===== config.mk =====
export PLATFORM = sky130hd
export DESIGN_NAME = ip_tx_proto_arb_flat
export DESIGN_NICKNAME = d
export VERILOG_FILES = /design/src/rtl/ip_tx_proto_arb_if.sv /design/src/rtl/ip_tx_proto_arb.sv /design/src/flat_wrapper.sv
export SDC_FILE = /design/constraint.sdc
export NUM_CORES = 1
export LEC_CHECK = 0
export BUFFER_PORTS_ARGS = -buffer_cell sky130_fd_sc_hd__buf_2
export CAP_MARGIN = 25
export CORE_AREA = 10 10 396 398
export DETAILED_ROUTE_END_ITERATION = 10
export DIE_AREA = 0 0 406 408
export PLACE_DENSITY = 0.31
export SLEW_MARGIN = 15
export SYNTH_ARGS = -nofsm -noshare
export SYNTH_HDL_FRONTEND = slang
export SYNTH_SLANG_ARGS = --single-unit

===== constraint.sdc =====
create_clock -name clk -period 1.3 [get_ports clk]
set_input_delay 0.26 -clock clk [delete_from_list [all_inputs] [get_ports clk]]
set_output_delay 0.26 -clock clk [all_outputs]
set_load 0.02 [all_outputs]

===== src/rtl/ip_tx_proto_arb_if.sv =====
// Header + data stream bundle for the IP TX protocol arbiter; N lanes wide on the
// source side, one lane on the merged IP TX side.
interface ip_tx_proto_arb_if #(
    parameter int unsigned N      = 1,
    parameter int unsigned DATA_W = 256
);
    localparam int unsigned IP_W  = 32;
    localparam int unsigned LEN_W = 16;

    logic [N-1:0]        hdr_val;
    logic [N*IP_W-1:0]   hdr_src_ip;
    logic [N*IP_W-1:0]   hdr_dst_ip;
    logic [N*LEN_W-1:0]  hdr_len;
    logic [N-1:0]        hdr_rdy;
    logic [N-1:0]        data_val;
    logic [N-1:0]        data_last;
    logic [N*DATA_W-1:0] data;
    logic [N-1:0]        data_rdy;

    modport master (
        output hdr_val, hdr_src_ip, hdr_dst_ip, hdr_len,
        input  hdr_rdy,
        output data_val, data_last, data,
        input  data_rdy
    );

    modport slave (
        input  hdr_val, hdr_src_ip, hdr_dst_ip, hdr_len,
        output hdr_rdy,
        input  data_val, data_last, data,
        output data_rdy
    );
endinterface


===== src/rtl/ip_tx_proto_arb.sv =====
// Round-robin per-packet arbiter merging NUM_SRC protocol engines onto one IP TX path
// and stamping the IP protocol field. Optional per-source packet counters: IP_TX_ARB_STATS_EN.
`ifndef PROTOCOL_W
`define PROTOCOL_W 8
`endif
`ifndef IPPROTO_UDP
`define IPPROTO_UDP 8'h11
`endif
`ifndef IPPROTO_TCP
`define IPPROTO_TCP 8'h06
`endif

module ip_tx_proto_arb #(
    parameter int unsigned NUM_SRC  = 2,
    parameter int unsigned SRC_ID_W = $clog2(NUM_SRC),
    parameter int unsigned DATA_W   = 256
) (
    input  logic                   clk,
    input  logic                   rst,
    ip_tx_proto_arb_if.slave       src,
    ip_tx_proto_arb_if.master      ip_tx,
    output logic [`PROTOCOL_W-1:0] ip_tx_hdr_proto,
    input  logic                   cfg_wr_val,
    input  logic [SRC_ID_W-1:0]    cfg_wr_idx,
    input  logic [`PROTOCOL_W-1:0] cfg_wr_proto
`ifdef IP_TX_ARB_STATS_EN
    ,
    output logic [NUM_SRC*32-1:0]  stat_pkt_cnt
`endif
);
    localparam int unsigned PROTO_W = `PROTOCOL_W;
    localparam int unsigned IP_W    = 32;
    localparam int unsigned LEN_W   = 16;
    localparam int unsigned CNT_W   = 32;

    localparam logic [1:0] S_IDLE = 2'd0;
    localparam logic [1:0] S_HDR  = 2'd1;
    localparam logic [1:0] S_DATA = 2'd2;

    logic [1:0]          state_q, state_d;
    logic [SRC_ID_W-1:0] grant_q, grant_d;
    logic [SRC_ID_W-1:0] last_grant_q, last_grant_d;
    logic [PROTO_W-1:0]  proto_q, proto_d;
    logic [PROTO_W-1:0]  proto_tbl [NUM_SRC];

    logic                arb_found;
    logic [SRC_ID_W-1:0] arb_idx;
    logic [NUM_SRC-1:0]  gsel;
    logic [LEN_W-1:0]    cur_len;
    logic                cur_last;
    logic                hdr_hs;
    logic                data_hs;

    // Granted-source field mux; header and data are pure pass-through
    assign ip_tx.hdr_src_ip = src.hdr_src_ip[32'(grant_q)*IP_W +: IP_W];
    assign ip_tx.hdr_dst_ip = src.hdr_dst_ip[32'(grant_q)*IP_W +: IP_W];
    assign ip_tx.hdr_len    = src.hdr_len[32'(grant_q)*LEN_W +: LEN_W];
    assign ip_tx.data       = src.data[32'(grant_q)*DATA_W +: DATA_W];
    assign ip_tx_hdr_proto  = proto_q;

    assign cur_len  = src.hdr_len[32'(grant_q)*LEN_W +: LEN_W];
    assign cur_last = src.data_last[grant_q];
    assign hdr_hs   = (state_q == S_HDR)  && src.hdr_val[grant_q]  && ip_tx.hdr_rdy[0];
    assign data_hs  = (state_q == S_DATA) && src.data_val[grant_q] && ip_tx.data_rdy[0];

    // Round-robin search starting one past the last granted source
    always_comb begin
        int unsigned k;
        k         = 0;
        arb_found = 1'b0;
        arb_idx   = last_grant_q;
        for (int unsigned i = 1; i <= NUM_SRC; i++) begin
            k = (32'(last_grant_q) + i) % NUM_SRC;
            if (!arb_found && src.hdr_val[SRC_ID_W'(k)]) begin
                arb_found = 1'b1;
                arb_idx   = SRC_ID_W'(k);
            end
        end
    end

    // Next-state logic
    always_comb begin
        state_d      = state_q;
        grant_d      = grant_q;
        last_grant_d = last_grant_q;
        proto_d      = proto_q;
        case (state_q)
            S_IDLE: begin
                if (arb_found) begin
                    grant_d = arb_idx;
                    proto_d = proto_tbl[arb_idx];
                    state_d = S_HDR;
                end
            end
            S_HDR: begin
                if (hdr_hs) begin
                    last_grant_d = grant_q;
                    state_d      = (cur_len == LEN_W'(0)) ? S_IDLE : S_DATA;
                end
            end
            S_DATA: begin
                if (data_hs && cur_last) begin
                    state_d = S_IDLE;
                end
            end
            default: state_d = S_IDLE;
        endcase
    end

    // Handshake steering: only the granted source ever sees a ready
    always_comb begin
        gsel             = '0;
        gsel[grant_q]    = 1'b1;
        ip_tx.hdr_val    = 1'b0;
        ip_tx.data_val   = 1'b0;
        ip_tx.data_last  = 1'b0;
        src.hdr_rdy      = '0;
        src.data_rdy     = '0;
        if (state_q == S_HDR) begin
            ip_tx.hdr_val = src.hdr_val[grant_q];
            src.hdr_rdy   = gsel & {NUM_SRC{ip_tx.hdr_rdy[0]}};
        end
        if (state_q == S_DATA) begin
            ip_tx.data_val  = src.data_val[grant_q];
            ip_tx.data_last = src.data_last[grant_q];
            src.data_rdy    = gsel & {NUM_SRC{ip_tx.data_rdy[0]}};
        end
    end

    always_ff @(posedge clk) begin
        if (rst) begin
            state_q      <= S_IDLE;
            grant_q      <= '0;
            last_grant_q <= SRC_ID_W'(NUM_SRC - 1);
            proto_q      <= '0;
        end else begin
            state_q      <= state_d;
            grant_q      <= grant_d;
            last_grant_q <= last_grant_d;
            proto_q      <= proto_d;
        end
    end

    // Protocol table; out-of-range indices match no entry and are dropped
    always_ff @(posedge clk) begin
        if (rst) begin
            for (int unsigned i = 0; i < NUM_SRC; i++) begin
                proto_tbl[i] <= (i == 0) ? PROTO_W'(`IPPROTO_UDP) : PROTO_W'(`IPPROTO_TCP);
            end
        end else begin
            for (int unsigned i = 0; i < NUM_SRC; i++) begin
                if (cfg_wr_val && (32'(cfg_wr_idx) == i)) begin
                    proto_tbl[i] <= cfg_wr_proto;
                end
            end
        end
    end

`ifdef IP_TX_ARB_STATS_EN
    logic [CNT_W-1:0] pkt_cnt_q [NUM_SRC];
    logic             pkt_done;

    assign pkt_done = (hdr_hs && (cur_len == LEN_W'(0))) || (data_hs && cur_last);

    always_ff @(posedge clk) begin
        if (rst) begin
            for (int unsigned i = 0; i < NUM_SRC; i++) begin
                pkt_cnt_q[i] <= '0;
            end
        end else begin
            for (int unsigned i = 0; i < NUM_SRC; i++) begin
                if (pkt_done && (32'(grant_q) == i)) begin
                    pkt_cnt_q[i] <= pkt_cnt_q[i] + CNT_W'(1);
                end
            end
        end
    end

    always_comb begin
        stat_pkt_cnt = '0;
        for (int unsigned i = 0; i < NUM_SRC; i++) begin
            stat_pkt_cnt[i*CNT_W +: CNT_W] = pkt_cnt_q[i];
        end
    end
`endif

endmodule


===== src/flat_wrapper.sv =====
// flat-port wrapper written by rule: the top's interface ports become plain ports
module ip_tx_proto_arb_flat 
#(
    parameter int unsigned NUM_SRC  = 2,
    parameter int unsigned SRC_ID_W = $clog2(NUM_SRC),
    parameter int unsigned DATA_W   = 256
)
  (clk, rst, ip_tx_hdr_proto, cfg_wr_val, cfg_wr_idx, cfg_wr_proto, src_hdr_val, src_hdr_src_ip, src_hdr_dst_ip, src_hdr_len, src_hdr_rdy, src_data_val, src_data_last, src_data, src_data_rdy, ip_tx_hdr_val, ip_tx_hdr_src_ip, ip_tx_hdr_dst_ip, ip_tx_hdr_len, ip_tx_hdr_rdy, ip_tx_data_val, ip_tx_data_last, ip_tx_data, ip_tx_data_rdy);
  ip_tx_proto_arb_if #(.N((2)), .DATA_W(DATA_W)) src_i ();
  ip_tx_proto_arb_if #(.N(1), .DATA_W(DATA_W)) ip_tx_i ();
  input  logic clk;
  input  logic rst;
  output logic [`PROTOCOL_W-1:0] ip_tx_hdr_proto;
  input  logic cfg_wr_val;
  input  logic [SRC_ID_W-1:0] cfg_wr_idx;
  input  logic [`PROTOCOL_W-1:0] cfg_wr_proto;
  input wire logic [$bits(src_i.hdr_val)-1:0] src_hdr_val;
  input wire logic [$bits(src_i.hdr_src_ip)-1:0] src_hdr_src_ip;
  input wire logic [$bits(src_i.hdr_dst_ip)-1:0] src_hdr_dst_ip;
  input wire logic [$bits(src_i.hdr_len)-1:0] src_hdr_len;
  output wire logic [$bits(src_i.hdr_rdy)-1:0] src_hdr_rdy;
  input wire logic [$bits(src_i.data_val)-1:0] src_data_val;
  input wire logic [$bits(src_i.data_last)-1:0] src_data_last;
  input wire logic [$bits(src_i.data)-1:0] src_data;
  output wire logic [$bits(src_i.data_rdy)-1:0] src_data_rdy;
  output wire logic [$bits(ip_tx_i.hdr_val)-1:0] ip_tx_hdr_val;
  output wire logic [$bits(ip_tx_i.hdr_src_ip)-1:0] ip_tx_hdr_src_ip;
  output wire logic [$bits(ip_tx_i.hdr_dst_ip)-1:0] ip_tx_hdr_dst_ip;
  output wire logic [$bits(ip_tx_i.hdr_len)-1:0] ip_tx_hdr_len;
  input wire logic [$bits(ip_tx_i.hdr_rdy)-1:0] ip_tx_hdr_rdy;
  output wire logic [$bits(ip_tx_i.data_val)-1:0] ip_tx_data_val;
  output wire logic [$bits(ip_tx_i.data_last)-1:0] ip_tx_data_last;
  output wire logic [$bits(ip_tx_i.data)-1:0] ip_tx_data;
  input wire logic [$bits(ip_tx_i.data_rdy)-1:0] ip_tx_data_rdy;
  assign src_i.hdr_val = src_hdr_val;
  assign src_i.hdr_src_ip = src_hdr_src_ip;
  assign src_i.hdr_dst_ip = src_hdr_dst_ip;
  assign src_i.hdr_len = src_hdr_len;
  assign src_hdr_rdy = src_i.hdr_rdy;
  assign src_i.data_val = src_data_val;
  assign src_i.data_last = src_data_last;
  assign src_i.data = src_data;
  assign src_data_rdy = src_i.data_rdy;
  assign ip_tx_hdr_val = ip_tx_i.hdr_val;
  assign ip_tx_hdr_src_ip = ip_tx_i.hdr_src_ip;
  assign ip_tx_hdr_dst_ip = ip_tx_i.hdr_dst_ip;
  assign ip_tx_hdr_len = ip_tx_i.hdr_len;
  assign ip_tx_i.hdr_rdy = ip_tx_hdr_rdy;
  assign ip_tx_data_val = ip_tx_i.data_val;
  assign ip_tx_data_last = ip_tx_i.data_last;
  assign ip_tx_data = ip_tx_i.data;
  assign ip_tx_i.data_rdy = ip_tx_data_rdy;
  ip_tx_proto_arb #(.NUM_SRC(NUM_SRC), .SRC_ID_W(SRC_ID_W), .DATA_W(DATA_W)) u_core (.clk(clk), .rst(rst), .src(src_i), .ip_tx(ip_tx_i), .ip_tx_hdr_proto(ip_tx_hdr_proto), .cfg_wr_val(cfg_wr_val), .cfg_wr_idx(cfg_wr_idx), .cfg_wr_proto(cfg_wr_proto));
endmodule

==> run_results.csv, run 1 <==
group,metric,value,unit
status,status,"finished with violations",
status,violations,"negative setup slack",
min_path,hold_path.startpoint,"cfg_wr_proto[2]",
sta,tns,-215.75,ns
floorplanning,die_w,406,um
global_route,antenna_found_initial,87,
power,total_power,12.3,mW
sta,min_period_over_period,154,%
worst_setup_path,crit_path_start,"u_core.grant_q$_SDFFE_PP0P_",
worst_setup_path,crit_arrival,1.74,ns
logic_synthesis,avgSynthCellArea,10.7,um^2
clock_tree,tritoncts,"done",
finish,fin_area,0.0153,mm^2
drt,ant_nets,0,
logic_synthesis,ys_warn_count,0,
sta,setup_viol,354,
logic_synthesis,syn_nets,1192,
drt,viasPerCell,2.63,
global_route,grt_pass1_vias,9741,
logic_synthesis,ys_ff_latch,28,
logic_synthesis,synth_edf_count,16,
finish,regArea,724,um^2
logic_synthesis,yosys.cell_count.top_type,"mux2_2",
logic_synthesis,synthesis.area,0.00535,mm^2
worst_setup_path,path_class,"reg -> out",
logic_synthesis,syn_inst,500,
clock_tree,clk-insertion-delay-late,0.29,ns
logic_synthesis,netlist_top_cells_count,"mux2_2 (337), buf_2 (39), nor2_1 (17)",
finish,fin_nets,2263,
worst_setup_path,start_kind,"flop",
worst_setup_path,critical_path.endpoint_type,"primary output",
finish,drive_above_1_share,93.1,%
drt,wl_met1,37.1,mm
sta,rsz0062_at_grt,"true",
logic_synthesis,netlist_top_cells_area,"mux2_2 (71%), edfxtp_1 (9.0%), dfxtp_1 (4.5%)",
floorplanning,boundaryPins,1043,
floorplanning,fp.dieH,408,um
finish,syn_to_final_growth,185,%
logic_synthesis,yosysSeqAreaShare,13.5,%
logic_synthesis,synth_top_cell_area_share,71.0,%
floorplanning,rows,142,
placement,dp_slack,-0.501,ns
drt,met2_length,42.0,mm
worst_setup_path,cp.required,1.04,ns
sta,fmax,499,MHz
placement,io_buffers,1042,
drt,firstDrtPassIters,4,
worst_setup_path,reg2reg_from,"u_core.grant_q$_SDFFE_PP0P_",
drt,routed.top_layer,"met5",
global_route,overflow,0,
drt,route.detailed.drc,0,
logic_synthesis,synth_area_leader_cell,"mux2_2",
drt,routedWlPerCell,25.9,um
sta,hold_viol_final,0,
sta,drv_slew,0,
global_route,grt_max_degree,40,
finish,multi_input_area,0.00493,mm^2
placement,placed_cell_area,0.0135,mm^2
sta,slew_headroom,73.7,%
drt,drt_iter0_drc,483,
min_path,hold_class,"in -> reg",
floorplanning,start_util,3.59,%
clock_tree,clk_pin_slew,0.09,ns
logic_synthesis,ys_types,33,
clock_tree,cts-buffers-inserted,3,
sta,tightest_slew,0.389,ns
power,peakVddDrop,452,uV
drt,num_vias,9275,
finish,fill_cells,17417,
power,cellPowerDensity,807,mW/mm^2
global_route,grt.total_usage,10.2,%
sta,period_needed,2.00,ns
drt,routed_wl,91.4,mm
sta,skew,0.0138,ns
logic_synthesis,synth_flop_cell,"edfxtp_1",
job,drv_cap,0,
placement,gp_congestion,0.935,
clock_tree,cts.sinks,28,
floorplanning,core_area,0.149,mm^2
clock_tree,root_buffer,"clkbuf_16",
clock_tree,clockBufferDepth,2,
sta,fin_ws,-0.705,ns
global_route,grt_first_pass_wirelength,111,mm
power,leakage,7.14,nW
floorplanning,die-area,0.166,mm^2
clock_tree,htree_levels,1,
drt,wl_met3,10.9,mm
worst_setup_path,cp_max_fo,7,
placement,dp_hpwl,85.4,mm
logic_synthesis,async_flop_share,0,%
-- flip-flops by register name, indices dropped and copies added, names as in the netlist --
register,count
u_core.grant_q,1
u_core.ip_tx_hdr_proto,8
u_core.last_grant_q,1
u_core.proto_tbl,16
u_core.state_q,2
-- cell usage in the layout (no fill, tap or decap), types with 2 or more instances in the layout --
cell type	n
buf_2	910
mux2_2	196
mux2_4	141
buf_6	112
buf_4	43
buf_12	20
diode_2	19
nor2_1	17
edfxtp_1	16
buf_8	15
dfxtp_1	11
nand2_1	8
and2_1	8
mux2i_1	8
a211oi_1	7
clkbuf_16	6
buf_16	6
nand2b_1	5
nor4_1	5
inv_1	3
nor3_1	3
nor2b_1	2
a21o_1	2
mux2i_2	2
a211oi_2	2
nand3_1	2
a21oi_1	2
a31oi_1	2
nand4_1	2
-- kinds of logic after synthesis --
group | after synthesis | synth area share, %
AOI/OAI and AO/OA | 21 | 3.18
muxes | 348 | 73.0
and+or+nand+nor | 57 | 5.62
DFF | 28 | 13.5
buffers and inverters | 46 | 4.68
-- per-layer routing --
metal,global-route usage (%),up-vias
met5,0,-
met4,0.617,14
met3,3.68,129
met2,16.9,689
met1,13.0,4388
li1,-,4055
-- critical path, cell delays in order, from the launching register on --
cell     delay, ns
dfxtp_4       0.41
buf_12        0.18
buf_16        0.16
buf_8         0.14
mux2_2        0.35
buf_2         0.18
-- where the power goes --
| part | switching, mW | leakage [nW] | internal [mW] |
|---|---|---|---|
| logic | 5.37 | 6.83 | 4.79 |
| clock network | 0.414 | 0.0512 | 0.618 |
| registers | 0.0637 | 0.261 | 1.05 |
| total | 5.85 | 7.14 | 6.46 |
-- cell type report --
cell class | instances | share of cell area [%]
multi-input cells | 426 | 32.3
flip-flops and latches | 28 | 4.75
diodes | 19 | 0.312
well taps | 1944 | 15.9
clock buffers | 3 | 0.492
repair buffers | 1109 | 45.9
inverters | 3 | 0.0738
clock inverters | 1 | 0.197
-- repair_timing --
action	CTS	global route
setup buffers	8	2
resized for setup	100	334
cloned	2	3
setup endpoints to repair	354	355
hold buffers	0	0
-- final timing paths --
path | to | slack [ns] | cells past startpoint
max | ip_tx_data[76] | -0.70 | 5
min | u_core.proto_tbl[1][2]$_SDFFCE_PP1P_ | 0.24 | 2
max reg2reg | u_core.state_q[1]$_SDFFE_PP0P_ | -0.42 | 8
min reg2reg | u_core.ip_tx_hdr_proto[1]$_SDFFE_PP0P_ | 0.51 | 2
-- metrics by stage --
step / utilization (%) / cells / hold WS, ns
floorplan: - / 500 / 0.333
global placement: 9.06 / 3498 / 0.487
detailed placement: 9.06 / 3498 / 0.495
CTS: 9.46 / 3511 / 0.230
global route: 10.2 / 3516 / 0.249
finish: 10.2 / 3533 / 0.239
Power figures use the tool's default switching activity.
==> run 2, diff against run 1 <==
Settings changed: CELL_PAD_IN_SITES_DETAIL_PLACEMENT set to 0, CELL_PAD_IN_SITES_GLOBAL_PLACEMENT set to 1, CORE_AREA 10 10 396 398 to 10 10 397 399, DIE_AREA 0 0 406 408 to 0 0 407 409, PLACE_DENSITY 0.31 to 0.38.
==> run 2 against run 1 <==
Compared with the run above:
- hold slack improved by 0.0076 ns
- sequential share of layout area rose by 0.26 points
- largest power group unchanged
- critical endpoint is now ip_tx_data[110]
- design area fell by 5.2%
- fmax fell by 0.58%
- critical path depth did not move
- register-to-register slack got worse by 0.08 ns
- die area rose by 0.49%
- the flow still finishes with violations (negative setup slack)
- utilization fell by 0.56 points
- via count fell by 0.49%
==> run_results.csv, run 2 (same netlist as run 1, synthesis figures left out) <==
group,metric,value,unit
worst_setup_path,cp_max_fo,12,
global_route,use_met1,12.8,%
finish,largest_reg_flops,16,
drt,viasPerCell,2.57,
worst_setup_path,crit_chain,"buf_12 -> buf_12 -> buf_6 -> mux2_2 -> buf_2",
sta,tightest_slew,0.444,ns
floorplanning,die-area,0.166,mm^2
sta,drv_slew,0,
clock_tree,root_buffer,"clkbuf_16",
power,peakVddDrop,487,uV
drt,firstDrtPassIters,4,
finish,fin_nets,2263,
global_route,antenna_found_initial,92,
drt,route.detailed.drc,0,
worst_setup_path,cp.required,1.04,ns
drt,routed_wl,101,mm
status,violations,"negative setup slack",
sta,fmax,496,MHz
finish,drive_above_1_share,93.1,%
drt,num_vias,9230,
sta,hold_viol_final,0,
sta,tns,-210.94,ns
job,drv_cap,0,
global_route,grt.busiest_layer,"met2",
finish,fill_cells,17543,
worst_setup_path,critPathBufInv,4,
worst_setup_path,path_class,"reg -> out",
floorplanning,boundaryPins,1043,
placement,io_buffers,1042,
global_route,grt_first_pass_wirelength,121,mm
clock_tree,cts-buffers-inserted,3,
global_route,grt_max_degree,40,
finish,final_common_cell,"buf_2",
worst_setup_path,slowest_delay,0.40,ns
floorplanning,die_w,407,um
global_route,grt.total_usage,11.2,%
worst_setup_path,critical_path.endpoint_type,"primary output",
worst_setup_path,crit_path_top_delay_cell,"dfxtp_4",
floorplanning,start_util,3.58,%
global_route,use_met3,4.95,%
drt,ant_nets,0,
floorplanning,core_area,0.149,mm^2
clock_tree,tritoncts,"done",
sta,slew_headroom,70.3,%
sta,setup_viol,355,
finish,top_register,"u_core.proto_tbl",
finish,syn_to_final_growth,171,%
worst_setup_path,crit_arrival,1.76,ns
drt,routedWlPerCell,28.1,um
worst_setup_path,cpMostUsedCell,"buf_12",
clock_tree,htree_levels,1,
min_path,hold_class,"in -> reg",
status,status,"finished with violations",
power,leakage,6.70,nW
placement,dp_hpwl,95.4,mm
drt,drt_iter0_drc,459,
worst_setup_path,path_delay_family,"buffers and inverters",
finish,final_cell_mix,"buf_2 (977), mux2_2 (268), mux2_4 (69), buf_4 (59), buf_6 (48)",
global_route,grt_util_met2,20.2,%
floorplanning,rows,142,
floorplanning,fp.dieH,409,um
clock_tree,clk_pin_slew,0.07,ns
worst_setup_path,start_kind,"flop",
finish,fin_util,9.68,%
sta,skew,0.00337,ns
sta,fin_ws,-0.717,ns
clock_tree,clockBufferDepth,2,
clock_tree,clk-insertion-delay-late,0.27,ns
sta,period_needed,2.02,ns
power,cellPowerDensity,803,mW/mm^2
placement,gp_congestion,0.943,
global_route,grt_pass1_vias,9930,
sta,rsz0062_at_grt,"true",
sta,min_period_over_period,155,%
global_route,overflow,0,
clock_tree,cts.sinks,28,
==> run 2: what timing repair did <==
action                     CTS  global route
pin swaps                    0             1
gates cloned                 3             5
resized for setup          113            60
hold buffers                 0             0
buffers inserted             6             1
setup endpoints to repair  355           355
==> run 2: final timing paths <==
| path | endpoint | slack, ns | start | cells after the start |
|---|---|---|---|---|
| max | ip_tx_data[110] | -0.72 | u_core.grant_q$_SDFFE_PP0P_ | 5 |
| min | u_core.ip_tx_hdr_proto[7]$_SDFFE_PP0P_ | 0.25 | rst | 2 |
| max reg2reg | u_core.state_q[1]$_SDFFE_PP0P_ | -0.50 | u_core.grant_q$_SDFFE_PP0P_ | 7 |
| min reg2reg | u_core.ip_tx_hdr_proto[6]$_SDFFE_PP0P_ | 0.51 | u_core.ip_tx_hdr_proto[6]$_SDFFE_PP0P_ | 2 |
==> run 2: power by group <==
part           total [mW]  leakage (nW)  switching, mW  internal (mW)
Sequential           1.12         0.261         0.0751           1.05
Combinational        9.56          6.39           5.36           4.20
Clock               0.930        0.0511          0.316          0.614
==> run 2: area by class of cell <==
cell class | instances | area [um^2] | area share [%]
diodes | 6 | 15.0 | 0.104
inverters | 3 | 11.3 | 0.0778
repair buffers | 1109 | 6430 | 44.4
well taps | 2016 | 2520 | 17.4
clock inverters | 1 | 30.0 | 0.208
flip-flops and latches | 28 | 724 | 5.01
multi-input cells | 426 | 4660 | 32.2
clock buffers | 3 | 75.1 | 0.519
==> run 2: per-layer routing <==
metal  vias up  wire [um]  part of all wire, %
met5         -        137                 0.14
met4        22       1120                  1.1
met3       141      12200                   12
met2       701      49600                   49
met1      4328      37800                   37
li1       4038          -                    -
==> run 2: stage by stage <==
| stage | area, um^2 | setup WS [ns] | hold slack [ns] | power, mW | std cells |
|---|---|---|---|---|---|
| floorplan | 5590 | -0.0817 | 0.333 | 5.71 | 500 |
| global placement | 13500 | -0.443 | 0.484 | 10.1 | 3567 |
| detailed placement | 13500 | -0.461 | 0.501 | 10.1 | 3567 |
| CTS | 14100 | -0.738 | 0.239 | 11.6 | 3580 |
| global route | 14500 | -0.742 | 0.244 | 12.3 | 3588 |
| finish | 14500 | -0.717 | 0.247 | 11.6 | 3592 |
==> run 3, diff against run 2 <==
Settings changed: CTS_BUF_LIST set to sky130_fd_sc_hd__clkbuf_8.
==> run 3 against run 2 <==
Compared with the run above:
- the flow still finishes with violations (negative setup slack)
- global-route usage is essentially flat
- hold slack got worse by 0.023 ns
- fmax down 1.7%
- count of clock-buffer cells in the layout is the same
- routed wire length rose by 2.4%
- first-iteration DRC count decreased by 0.87%
- final cell count is 0.25% higher
- utilization increased by 0.37 points
- die area did not move
- flip-flop and latch count is the same
- clock power shrank 24%
- total power up 3.9%
==> run_results.csv, run 3 (same netlist as run 1, synthesis figures left out) <==
group,metric,value,unit
status,status,"finished with violations",
status,violations,"negative setup slack",
clock_tree,htree_levels,1,
placement,placed_cells,3567,
drt,routedWlPerCell,28.7,um
global_route,grt.total_usage,11.2,%
clock_tree,cts.sinks,28,
drt,num_vias,9329,
worst_setup_path,start_kind,"flop",
drt,firstDrtPassIters,4,
sta,slew_headroom,70.3,%
min_path,hold_path.startpoint,"rst",
sta,rsz0062_at_grt,"true",
clock_tree,clk-insertion-delay-late,0.28,ns
power,seq_power_share,9.3,%
drt,viasPerCell,2.59,
drt,route.detailed.drc,0,
drt,routed_wl,103,mm
finish,fill_cells,17502,
finish,multi_input_area,0.00475,mm^2
sta,setup_viol,355,
clock_tree,clockBufferDepth,2,
global_route,overflow,0,
global_route,grt_max_degree,40,
sta,fin_ws,-0.752,ns
finish,fin_nets,2274,
global_route,grt_first_pass_wirelength,121,mm
drt,ant_nets,0,
sta,skew,0.000725,ns
power,combPwrFrac,84.9,%
drt,drt_iter0_drc,455,
power,total_power,12.1,mW
finish,drive_above_1_share,93.2,%
power,leakage,6.96,nW
power,power.internal,6.10,mW
floorplanning,start_util,3.58,%
floorplanning,fp.dieH,409,um
floorplanning,boundaryPins,1043,
sta,min_period_over_period,158,%
placement,io_buffers,1042,
sta,drv_slew,0,
worst_setup_path,critical_path.endpoint_type,"primary output",
power,cellPowerDensity,803,mW/mm^2
clock_tree,cts-buffers-inserted,3,
clock_tree,hold_buffers,0,
floorplanning,rows,142,
finish,final_cell_mix,"buf_2 (925), mux2_2 (245), mux2_4 (92), buf_4 (80), buf_6 (72)",
clock_tree,root_buffer,"clkbuf_8",
min_path,hold_class,"in -> reg",
worst_setup_path,cp.required,1.04,ns
worst_setup_path,reg2reg_to,"u_core.state_q[1]$_SDFFE_PP0P_",
placement,gp_congestion,0.943,
power,peakVddDrop,407,uV
finish,fin_util,10.1,%
power,clkPwrFrac,5.9,%
placement,dp_hpwl,95.4,mm
worst_setup_path,crit_arrival,1.79,ns
power,p_sw_share,49.4,%
sta,period_needed,2.05,ns
worst_setup_path,reg2reg_depth,8,
finish,syn_to_final_growth,181,%
job,drv_cap,0,
floorplanning,core_area,0.149,mm^2
worst_setup_path,reg2reg_from,"u_core.grant_q$_SDFFE_PP0P_",
finish,regArea,724,um^2
finish,largest_reg_flops,16,
worst_setup_path,path_class,"reg -> out",
power,p_switching,5.96,mW
global_route,grt_pass1_vias,9931,
floorplanning,die-area,0.166,mm^2
placement,dp_slack,-0.461,ns
finish,top_register,"u_core.proto_tbl",
clock_tree,tritoncts,"done",
floorplanning,die_w,407,um
finish,finalNonFillerCells,3601,
clock_tree,clk_pin_slew,0.10,ns
sta,fmax,487,MHz
min_path,holdPathStages,2,
worst_setup_path,cp_max_fo,8,
sta,tightest_slew,0.444,ns
min_path,hold_path_end,"u_core.ip_tx_hdr_proto[7]$_SDFFE_PP0P_",
finish,final_common_cell,"buf_2",
worst_setup_path,rrSetupSlack,-0.67,ns
global_route,antenna_found_initial,94,
sta,hold_viol_final,0,
==> run 3: cell types whose count changed in the layout (fill, tap and decap cells not counted), moves of 21 or more <==
cell	before	now
buf_2	977	925
buf_6	48	72
buf_4	59	80
mux2_4	69	92
mux2_2	268	245
==> run 3: power groups by stage <==
stage | Sequential [mW] | Clock (mW) | Combinational, mW
CTS | 1.13 | 0.734 | 9.50
global route | 1.14 | 0.768 | 10.8
finish | 1.12 | 0.706 | 10.2
detailed placement | 1.14 | 0 | 8.93
floorplan | 1.17 | 0 | 4.54
global placement | 1.14 | 0 | 8.97
==> run 3: worst max-delay path: stages (launching register included) <==
cell	delay [ns]
dfxtp_4	0.40
buf_12	0.13
clkbuf_16	0.20
clkbuf_16	0.23
mux2_2	0.37
buf_4	0.17
==> run 3: area by class of cell <==
cell class	instances	share of cell area [%]
Tap cell	2016	16.8
Multi-Input combinational cell	426	31.6
Antenna cell	4	0.0666
Clock buffer	3	0.275
Clock inverter	1	0.200
Timing Repair Buffer	1120	46.1
Sequential cell	28	4.82
Inverter	3	0.0750
==> run 3: per-stage QoR <==
step / hold WS, ns / TNS, ns / area [um^2]
after global placement: 0.484 / -110.28 / 13500
after global routing: 0.212 / -251.34 / 15000
final: 0.223 / -230.24 / 15000
after floorplan: 0.333 / -25.00 / 5590
after CTS: 0.214 / -228.59 / 14100
after detailed placement: 0.501 / -113.27 / 13500
==> run 3: worst max path at each step <==
| stage | startpoint | endpoint | slack (ns) | cells past startpoint |
|---|---|---|---|---|
| finish | u_core.grant_q$_SDFFE_PP0P_ | ip_tx_hdr_len[4] | -0.75 | 5 |
| global placement | u_core.grant_q$_SDFFE_PP0P_ | ip_tx_data[91] | -0.44 | 4 |
| detailed placement | u_core.grant_q$_SDFFE_PP0P_ | ip_tx_data[91] | -0.46 | 4 |
| CTS | u_core.grant_q$_SDFFE_PP0P_ | ip_tx_data[202] | -0.77 | 4 |
| floorplan | u_core.grant_q$_SDFFE_PP0P_ | ip_tx_data[0] | -0.08 | 4 |
| global route | u_core.grant_q$_SDFFE_PP0P_ | ip_tx_data[1] | -0.79 | 5 |
==> run 3: what timing repair did <==
action	4_1_cts	5_1_grt
setup buffers	6	5
gates resized for setup	113	197
cloned	3	12
endpoints found under the hold margin	0	0
setup endpoints to repair	355	355
pin swaps	0	1
==> run 3: routing by layer <==
layer  vias up  track usage, %  part of all wire, %
li1       4059               -                    -
met1      4412            12.8                   38
met2       693            20.2                   49
met3       143            4.94                   11
met4        22           0.186                 0.91
met5         -               0                 0.13
